### config.mk
export PLATFORM = sky130hd
export DESIGN_NAME = edge_counter_bank
export DESIGN_NICKNAME = d
export VERILOG_FILES = /design/src/rtl/edge_counter_bank.sv
export SDC_FILE = /design/constraint.sdc
export NUM_CORES = 1
export LEC_CHECK = 0
export CAP_MARGIN = 15
export CORE_UTILIZATION = 45
export DETAILED_ROUTE_END_ITERATION = 16
export PLACE_DENSITY = 0.66
export SLEW_MARGIN = 20
export SYNTH_ARGS = -nofsm -noshare
export SYNTH_HDL_FRONTEND = slang
export SYNTH_SLANG_ARGS = --single-unit
export TNS_END_PERCENT = 5
### constraint.sdc
create_clock -name clk -period 2.1 [get_ports clk]
set_input_delay 0.525 -clock clk [delete_from_list [all_inputs] [get_ports clk]]
set_output_delay 0.525 -clock clk [all_outputs]
set_load 0.01 [all_outputs]
### src/rtl/edge_counter_bank.sv
// Gated multi-channel edge counter. Reports coherent snapshots of every count as packet sweeps.
// Define EDGE_COUNTER_SYNC_EN to put a two-flop synchronizer on each sig bit.
module edge_counter_bank #(
  parameter int CH          = 4,
  parameter int WIDTH       = 16,
  parameter int SEND_PERIOD = 100,
  parameter int EDGE_MODE   = 0,
  localparam int CHW        = (CH > 1) ? $clog2(CH) : 1
) (
  input  logic             clk,
  input  logic             rst,
  input  logic             enable,
  input  logic [CH-1:0]    sig,
  input  logic             pkt_ready,
  output logic             pkt_valid,
  output logic [CHW-1:0]   pkt_ch,
  output logic [WIDTH-1:0] pkt_count,
  output logic             pkt_ovf,
  output logic [1:0]       pkt_kind
);
  localparam int TW = $clog2(SEND_PERIOD);
  localparam logic [WIDTH-1:0] CNT_MAX  = '1;
  localparam logic [WIDTH-1:0] CNT_ONE  = WIDTH'(1);
  localparam logic [TW-1:0]    TMR_ONE  = TW'(1);
  localparam logic [TW-1:0]    TMR_LAST = TW'(SEND_PERIOD - 1);
  localparam logic [CHW-1:0]   CH_ONE   = CHW'(1);
  localparam logic [CHW-1:0]   CH_LAST  = CHW'(CH - 1);
  localparam logic [1:0] KIND_CYCLIC = 2'd0;
  localparam logic [1:0] KIND_START  = 2'd1;
  localparam logic [1:0] KIND_FINAL  = 2'd2;

  typedef enum logic {IDLE = 1'b0, SWEEP = 1'b1} state_t;

  // Kind encoding is ordered by priority, so the larger code wins.
  function automatic logic [1:0] max_kind(input logic [1:0] a, input logic [1:0] b);
    return (a > b) ? a : b;
  endfunction

  logic [CH-1:0]    sig_s;
  logic [CH-1:0]    sig_q;
  logic [CH-1:0]    edge_s;
  logic             enable_q;
  logic             gate_rise;
  logic             gate_fall;
  logic             wrap_s;
  logic             any_trig;
  logic [1:0]       trig_kind;
  logic [WIDTH-1:0] cnt [CH];
  logic [CH-1:0]    ovf;
  logic [TW-1:0]    timer;
  logic             pend_valid;
  logic [1:0]       pend_kind;
  logic [WIDTH-1:0] snap_cnt [CH];
  logic [CH-1:0]    snap_ovf;
  logic [CHW-1:0]   next_ch;
  state_t           state_q;
  state_t           state_d;
  logic             load_s;
  logic             adv_s;

`ifdef EDGE_COUNTER_SYNC_EN
  logic [CH-1:0] sync1;
  logic [CH-1:0] sync2;

  // Two-flop synchronizer for asynchronous inputs.
  always_ff @(posedge clk or negedge rst) begin
    if (!rst) begin
      sync1 <= '0;
      sync2 <= '0;
    end else begin
      sync1 <= sig;
      sync2 <= sync1;
    end
  end
  assign sig_s = sync2;
`else
  assign sig_s = sig;
`endif

  // Delayed copies of the signals and the gate for edge detection.
  always_ff @(posedge clk or negedge rst) begin
    if (!rst) begin
      sig_q    <= '0;
      enable_q <= 1'b0;
    end else begin
      sig_q    <= sig_s;
      enable_q <= enable;
    end
  end

  // Edge term selected by the compile-time mode.
  always_comb begin
    edge_s = '0;
    case (EDGE_MODE)
      32'sd0:  edge_s = sig_s & ~sig_q;
      32'sd1:  edge_s = ~sig_s & sig_q;
      32'sd2:  edge_s = sig_s ^ sig_q;
      default: edge_s = sig_s & ~sig_q;
    endcase
  end

  assign gate_rise = enable & ~enable_q;
  assign gate_fall = ~enable & enable_q;
  assign wrap_s    = enable & ~gate_rise & (timer == TMR_LAST);
  assign any_trig  = gate_rise | gate_fall | wrap_s;

  // Trigger kind for this cycle; final outranks start outranks cyclic.
  always_comb begin
    trig_kind = KIND_CYCLIC;
    if (gate_fall) begin
      trig_kind = KIND_FINAL;
    end else if (gate_rise) begin
      trig_kind = KIND_START;
    end else begin
      trig_kind = KIND_CYCLIC;
    end
  end

  // Saturating per-channel counters with sticky overflow; an edge at full scale is lost.
  always_ff @(posedge clk or negedge rst) begin
    if (!rst) begin
      for (int i = 0; i < CH; i++) cnt[i] <= '0;
      ovf <= '0;
    end else begin
      for (int i = 0; i < CH; i++) begin
        if (gate_rise) begin
          cnt[i] <= '0;
          ovf[i] <= 1'b0;
        end else if (enable && edge_s[i]) begin
          if (cnt[i] == CNT_MAX) ovf[i] <= 1'b1;
          else                   cnt[i] <= cnt[i] + CNT_ONE;
        end
      end
    end
  end

  // Cyclic report timer, running only inside the gate window.
  always_ff @(posedge clk or negedge rst) begin
    if (!rst) begin
      timer <= '0;
    end else if (!enable || gate_rise || wrap_s) begin
      timer <= '0;
    end else begin
      timer <= timer + TMR_ONE;
    end
  end

  // One-deep pending trigger; a trigger in the same cycle as a load survives the load.
  always_ff @(posedge clk or negedge rst) begin
    if (!rst) begin
      pend_valid <= 1'b0;
      pend_kind  <= KIND_CYCLIC;
    end else if (any_trig) begin
      pend_valid <= 1'b1;
      pend_kind  <= (pend_valid && !load_s) ? max_kind(pend_kind, trig_kind) : trig_kind;
    end else if (load_s) begin
      pend_valid <= 1'b0;
    end
  end

  // Sweep state register.
  always_ff @(posedge clk or negedge rst) begin
    if (!rst) state_q <= IDLE;
    else      state_q <= state_d;
  end

  // Sweep next state: load snapshot on entry and on back-to-back restart.
  always_comb begin
    state_d = state_q;
    load_s  = 1'b0;
    adv_s   = 1'b0;
    case (state_q)
      IDLE: begin
        if (pend_valid) begin
          state_d = SWEEP;
          load_s  = 1'b1;
        end else begin
          state_d = IDLE;
        end
      end
      SWEEP: begin
        if (!pkt_ready) begin
          state_d = SWEEP;
        end else if (pkt_ch != CH_LAST) begin
          adv_s = 1'b1;
        end else if (pend_valid) begin
          load_s = 1'b1;
        end else begin
          state_d = IDLE;
        end
      end
      default: state_d = IDLE;
    endcase
  end

  assign next_ch   = pkt_ch + CH_ONE;
  assign pkt_valid = (state_q == SWEEP);

  // Snapshot and registered packet fields.
  always_ff @(posedge clk or negedge rst) begin
    if (!rst) begin
      for (int i = 0; i < CH; i++) snap_cnt[i] <= '0;
      snap_ovf  <= '0;
      pkt_ch    <= '0;
      pkt_count <= '0;
      pkt_ovf   <= 1'b0;
      pkt_kind  <= KIND_CYCLIC;
    end else if (load_s) begin
      snap_cnt  <= cnt;
      snap_ovf  <= ovf;
      pkt_ch    <= '0;
      pkt_count <= cnt[0];
      pkt_ovf   <= ovf[0];
      pkt_kind  <= pend_kind;
    end else if (adv_s) begin
      pkt_ch    <= next_ch;
      pkt_count <= snap_cnt[next_ch];
      pkt_ovf   <= snap_ovf[next_ch];
    end
  end
endmodule
## After elaboration in Yosys (flattened, before gate mapping)

Index checks and enable logic that the tools add are counted.

| operators by class | value |
|---|---|
| $add $sub $neg | 6 |
| multipliers | 0 |
| divide/modulo/power cells | 0 |
| magnitude comparators | 3 |
| equality and inequality tests | 11 |
| shift operators | 0 |
| multiplexer cells | 52 |
| bitwise logic cells | 13 |
| reduce and logical (&&, ||, !) cells | 28 |

Operators by type and width:

| kind | number |
|---|---|
| $mux 16 | 16 |
| $add 16x1->16 const B | 4 |
| $eq 16x16->1 const B | 4 |
| $bmux 16 s2 | 1 |
| $mux 1 | 26 |
| $reduce_bool 2->1 | 10 |
| $reduce_and 2->1 | 9 |
| $ne 2x2->1 const B | 6 |
| $mux 2 | 5 |
| $add 7x1->7 const B | 1 |
| $eq 7x7->1 const B | 1 |
| $mux 7 | 1 |
| $logic_and 1x1->1 | 5 |
| $and 1x1->1 | 4 |
| $and 4x4->4 | 1 |
| $not 1->1 | 4 |
| $not 4->4 | 1 |
| $pmux 1 s2 | 2 |
| $ge 3x3->1 const B | 1 |
| $lt 2x3->1 const B | 1 |
| $not 2->3 | 1 |
| $add 2x1->2 const B | 1 |
| $bmux 1 s2 | 1 |
| $gt 2x2->1 | 1 |
| 3 further kinds | 6 |

| storage, ports and cells | value |
|---|---|
| register bits | 173 |
| bits in latches | 0 |
| memory bits (writable) | 0 |
| memory bits (read-only) | 0 |
| memories kept | 0 |

## Logic depth before layout (Yosys ltp)

| logic depth | value |
|---|---|
| depth in word-level cells | 8 |
| gate-level depth with buffers | 8 |

## Least setup slack after synthesis

Ideal clock, no wire load.

| path | value |
|---|---|
| kind | register -> register |
| from | reg pkt_ch[0] |
| to | reg pkt_count[7] |
| setup time | 121 ps |
| arrival time | 1873 ps |
| data required time | 1979 ps |
| setup slack | 106 ps |
| stages on the path, launching flop included | 7 |
| path buffers | 2 |
| clock period less this slack | 1994 ps |
| path through | dfrtp_1 > ha_1 > clkbuf_1 > clkbuf_1 > mux4_2 > a22oi_1 > nand2_1 |

| on the way | value |
|---|---|
| longest elaborated chain between the ends | 7 |
| elaborated cells between the ends (all ways) | 15 |
| classes of those cells | 1 x add/sub; 1 x eq/ne; 11 x mux; 1 x bitwise; 1 x reduce/logical |

RTL lines:

| element | line | text |
|---|---|---|
| start, declared | 16 | `output logic [CHW-1:0] pkt_ch,` |
| start signal, assigned | 216 | `pkt_ch <= next_ch;` |
| $add 2x1->2 | 196 | `assign next_ch = pkt_ch + CH_ONE;` |
| $not 2->3 (not written as such) | 217 | `pkt_count <= snap_cnt[next_ch];` |
| $bmux 16 s2 | 217 |  |
| $mux 16 (not written as such) (2 in a row) | 217 |  |
| $mux 16 | 215 | `end else if (adv_s) begin` |
| $mux 16 | 208 | `end else if (load_s) begin` |
| end signal, assigned | 212 | `pkt_count <= cnt[0];` |
| end signal, assigned | 217 |  |
| end, declared | 17 | `output logic [WIDTH-1:0] pkt_count,` |

Parallel ways exist; a longest one is shown, timed or not. The select of a mux whose other input is x is not followed.
A chain may end at the register's enable or synchronous reset.

## Worst setup path in the final report

| path | value |
|---|---|
| from | reg pkt_ch[0] |
| to | out pkt_ch[0] |

No word-level cell between the ends.

==> flow_results.xml <==
<?xml version="1.0" encoding="UTF-8"?>
<metrics>
  <group name="power">
    <metric name="pwr-share-comb" unit="%">22.8</metric>
    <metric name="max_vdd_drop" unit="µV">782.2</metric>
    <metric name="power_switching_share" unit="%">29.09</metric>
    <metric name="seqPwrFrac" unit="%">43.4</metric>
    <metric name="power.density_cell_area" unit="mW/mm²">958.1</metric>
    <metric name="p_switching" unit="mW">2.684</metric>
    <metric name="clockPowerShare" unit="%">33.8</metric>
    <metric name="cell_leakage_power" unit="nW">4.516</metric>
    <metric name="p_int" unit="mW">6.541</metric>
  </group>
  <group name="die">
    <metric name="initial_cell_density_of_the_core" unit="%">46.37</metric>
    <metric name="io-pin-count" unit="">30</metric>
    <metric name="area_of_the_die" unit="mm²">0.01849</metric>
    <metric name="floorplan.core_area" unit="mm²">0.01742</metric>
    <metric name="chipWidth" unit="µm">136.0</metric>
    <metric name="die_h" unit="µm">136.0</metric>
    <metric name="std_cell_rows" unit="">48</metric>
  </group>
  <group name="hold_path">
    <metric name="worstHoldPathType" unit="">input pin to async pin</metric>
  </group>
  <group name="route">
    <metric name="initialDrtViolationCount" unit="">366</metric>
    <metric name="route.final.wire_length" unit="µm">18600</metric>
    <metric name="wire_per_inst" unit="µm">16.64</metric>
    <metric name="antenna_violating_nets_post_route" unit="">0</metric>
    <metric name="drtPass1Iterations" unit="">5</metric>
    <metric name="remaining_drc_errors" unit="">0</metric>
    <metric name="detailroute.via_count" unit="">6046</metric>
    <metric name="via_per_inst" unit="">5.408</metric>
  </group>
  <group name="logic_synthesis">
    <metric name="post_synthesis_async_set_or_reset_flop_share" unit="%">100.0</metric>
    <metric name="sequential_area_share_after_synthesis" unit="%">53.60</metric>
    <metric name="syn_inst" unit="">821</metric>
    <metric name="yosys_most_used_dff" unit="">sky130_fd_sc_hd__dfrtp_1</metric>
    <metric name="flip_flop_and_latch_count_after_synthesis" unit="">173</metric>
    <metric name="yosys_warnings" unit="">0</metric>
    <metric name="number_of_enable_type_register_cells_in_the_synthesized_netlist" unit="">0</metric>
    <metric name="synth.avg_cell_area" unit="µm²">9.837</metric>
    <metric name="mappedNetlistNets" unit="">841</metric>
    <metric name="synthesis.area" unit="mm²">0.008076</metric>
    <metric name="synth_cell_type_count" unit="">52</metric>
  </group>
  <group name="cells_and_area">
    <metric name="antennaDiodeCount" unit="">0</metric>
    <metric name="fin_nets" unit="">901</metric>
    <metric name="area_delta_synth_final" unit="%">19.23</metric>
    <metric name="final_common_cell" unit="">sky130_fd_sc_hd__nand2_1</metric>
    <metric name="final_util" unit="%">55.29</metric>
    <metric name="final_cell_mix" unit="">sky130_fd_sc_hd__nand2_1, sky130_fd_sc_hd__dfrtp_1, sky130_fd_sc_hd__nor2_1</metric>
    <metric name="fillers" unit="">1550</metric>
    <metric name="final_cell_area" unit="mm²">0.009629</metric>
    <metric name="drive_gt1_share" unit="%">14.45</metric>
  </group>
  <group name="setup_path">
    <metric name="cell_family_contributing_the_most_delay_on_the_critical_path" unit="">buffers and inverters</metric>
    <metric name="end_kind" unit="">primary output</metric>
    <metric name="worst-path-max-fanout" unit="">2</metric>
    <metric name="crit_arrival" unit="ns">1.46</metric>
    <metric name="critical-path-slowest-cell" unit="">sky130_fd_sc_hd__clkdlybuf4s50_1</metric>
    <metric name="crit_path_start_kind" unit="">register</metric>
    <metric name="crit_buf_inv" unit="">2</metric>
    <metric name="worstPathCellList" unit="">buf_12, clkdlybuf4s50_1</metric>
    <metric name="worst_path_required" unit="ns">1.57</metric>
    <metric name="timing.critical_path.slowest_cell_delay" unit="ns">0.52</metric>
    <metric name="crit_type" unit="">register to primary output</metric>
  </group>
  <group name="global_route">
    <metric name="number_of_antenna_violations_at_the_first_check_in_global_routing" unit="">0</metric>
    <metric name="gr-total-overflow" unit="">0</metric>
    <metric name="grt_pass1_wl" unit="µm">30850</metric>
    <metric name="pin_count_of_the_biggest_net_entering_global_routing" unit="">52</metric>
    <metric name="groute.usage.overall" unit="%">22.11</metric>
    <metric name="number_of_global_route_vias_before_repair" unit="">5766</metric>
  </group>
  <group name="run">
    <metric name="maxCapViolations" unit="">0</metric>
  </group>
  <group name="clock_network">
    <metric name="cts_num_sinks" unit="">173</metric>
    <metric name="cts_hold_buffers" unit="">0</metric>
    <metric name="clkLatencyLatePin" unit="ns">0.43</metric>
    <metric name="tritoncts.num_buffers" unit="">17</metric>
    <metric name="cts_tree" unit="">built</metric>
    <metric name="clockBufferDepth" unit="">2</metric>
    <metric name="cts.htree.levels" unit="">4</metric>
    <metric name="worst_setup_hold_path_clk_slew" unit="ns">0.07</metric>
    <metric name="root_buffer_cell" unit="">sky130_fd_sc_hd__clkbuf_16</metric>
  </group>
  <group name="place">
    <metric name="dpl_cell_area" unit="mm²">0.008980</metric>
    <metric name="place.gp.congestion" unit="">0.8538</metric>
    <metric name="placement.io_buffers" unit="">29</metric>
    <metric name="place.detailed.hpwl" unit="µm">12950</metric>
  </group>
  <group name="timing">
    <metric name="finalHoldViolCount" unit="">0</metric>
    <metric name="max-slew-margin-rel" unit="%">66.02</metric>
    <metric name="fmaxAchievable" unit="MHz">503.9</metric>
    <metric name="timing.final.crit_share" unit="%">94.50</metric>
    <metric name="setup_viol" unit="">0</metric>
    <metric name="maxSlewViolCount" unit="">0</metric>
    <metric name="fin_worst_skew" unit="ns">0.01089</metric>
    <metric name="fin_crit" unit="ns">1.984</metric>
    <metric name="rsz0062_at_grt" unit="">false</metric>
    <metric name="setup-tns-final" unit="ns">0</metric>
    <metric name="worst-slew-pin-transition" unit="ns">0.5097</metric>
    <metric name="worst_hold_slack" unit="ns">0.04158</metric>
  </group>
  <group name="status">
    <metric name="status" unit="">complete, no violations</metric>
  </group>
</metrics>
==> stage by stage <==
stage                     power [mW]  setup WS [ns]  instances
final                          9.225         0.1156       1118
after global routing           9.694       0.008800       1118
after CTS                      9.310       0.003884       1118
after detailed placement       6.125        -0.4915       1086
after global placement         6.086        -0.4467       1086
after floorplan                5.167         0.1060        821
==> flip-flops by register name (all words and copies together), names as in the netlist, 2 cells and up <==
signal,flops
cnt,64
snap_cnt,64
pkt_count,16
timer,7
ovf,4
sig_q,4
snap_ovf,4
pend_kind,2
pkt_ch,2
pkt_kind,2
==> layout make-up <==
class / count / area [µm²] / area share [%]
clock buffers: 20 / 466.7 / 4.847
flip-flops and latches: 173 / 4329 / 44.96
repair buffers: 78 / 787.0 / 8.173
clock inverters: 11 / 115.1 / 1.195
multi-input cells: 598 / 3601 / 37.40
well taps: 225 / 281.5 / 2.924
inverters: 13 / 48.80 / 0.5068
==> cell usage after synthesis, types with 5 or more instances <==
library cell	n	area, µm²
sky130_fd_sc_hd__a211oi_1	9	67.56
sky130_fd_sc_hd__a21oi_1	11	55.05
sky130_fd_sc_hd__a22oi_1	17	127.6
sky130_fd_sc_hd__a31oi_1	5	31.28
sky130_fd_sc_hd__buf_2	12	60.06
sky130_fd_sc_hd__clkbuf_1	21	78.83
sky130_fd_sc_hd__dfrtp_1	173	4329
sky130_fd_sc_hd__ha_1	12	150.1
sky130_fd_sc_hd__inv_1	13	48.80
sky130_fd_sc_hd__mux4_2	17	382.9
sky130_fd_sc_hd__nand2_1	246	923.4
sky130_fd_sc_hd__nand3_1	20	100.1
sky130_fd_sc_hd__nand4_1	10	62.56
sky130_fd_sc_hd__nor2_1	86	322.8
sky130_fd_sc_hd__nor3_1	19	95.09
sky130_fd_sc_hd__nor4_1	11	68.82
sky130_fd_sc_hd__nor4b_1	5	43.79
sky130_fd_sc_hd__o21ai_0	17	85.08
sky130_fd_sc_hd__xnor2_1	53	464.2
==> worst paths after layout <==
kind / start / to / slack, ns / depth (start not counted)
min in group clk: enable / enable_q / 0.45 / 2
worst max-delay path: pkt_ch[0] / pkt_ch[0] / 0.12 / 2
max in group asynchronous: rst / pkt_count[9] / 1.39 / 2
worst min register to register: snap_cnt[20] / snap_cnt[20] / 0.47 / 2
worst min-delay path: rst / cnt[43] / 0.04 / 1
worst max register to register: enable_q / cnt[60] / 0.19 / 7
==> what timing repair did <==
action                                  in CTS  in global routing
setup buffers                                1                  0
pin swaps                                    1                  1
gates resized for setup                      5                  8
endpoints found under the setup margin       5                 26
==> cells by family (layout without fill, tap and decap cells) <==
kind of cell,after synthesis,after routing,synth area share (%)
and+or+nand+nor,438,438,24.51
xor gates and xnor gates,57,57,6.181
AOI/OAI and AO/OA,68,68,5.794
muxes,23,23,5.531
DFF,173,173,53.60
buffers and inverters,50,122,2.525
adders and majority gates,12,12,1.859
==> layer usage <==
| metal | up-vias | part of all wire (%) | GRT usage (%) |
|---|---|---|---|
| li1 | 2885 | - | - |
| met1 | 2981 | 46 | 31.22 |
| met2 | 162 | 47 | 34.01 |
| met3 | 18 | 5.4 | 5.108 |
| met4 | 0 | 1.5 | 6.296 |
| met5 | - | 0 | 0 |
==> power groups by stage <==
stage	registers [mW]	logic, mW	clock network, mW
4_1_cts	4.00	2.13	3.18
5_1_grt	4.04	2.33	3.33
3_3_place_gp	4.04	2.05	0
6_report	4.00	2.10	3.12
3_5_place_dp	4.05	2.08	0
2_1_floorplan	4.00	1.17	0
Note: power is estimated with default switching activity, not from simulation.
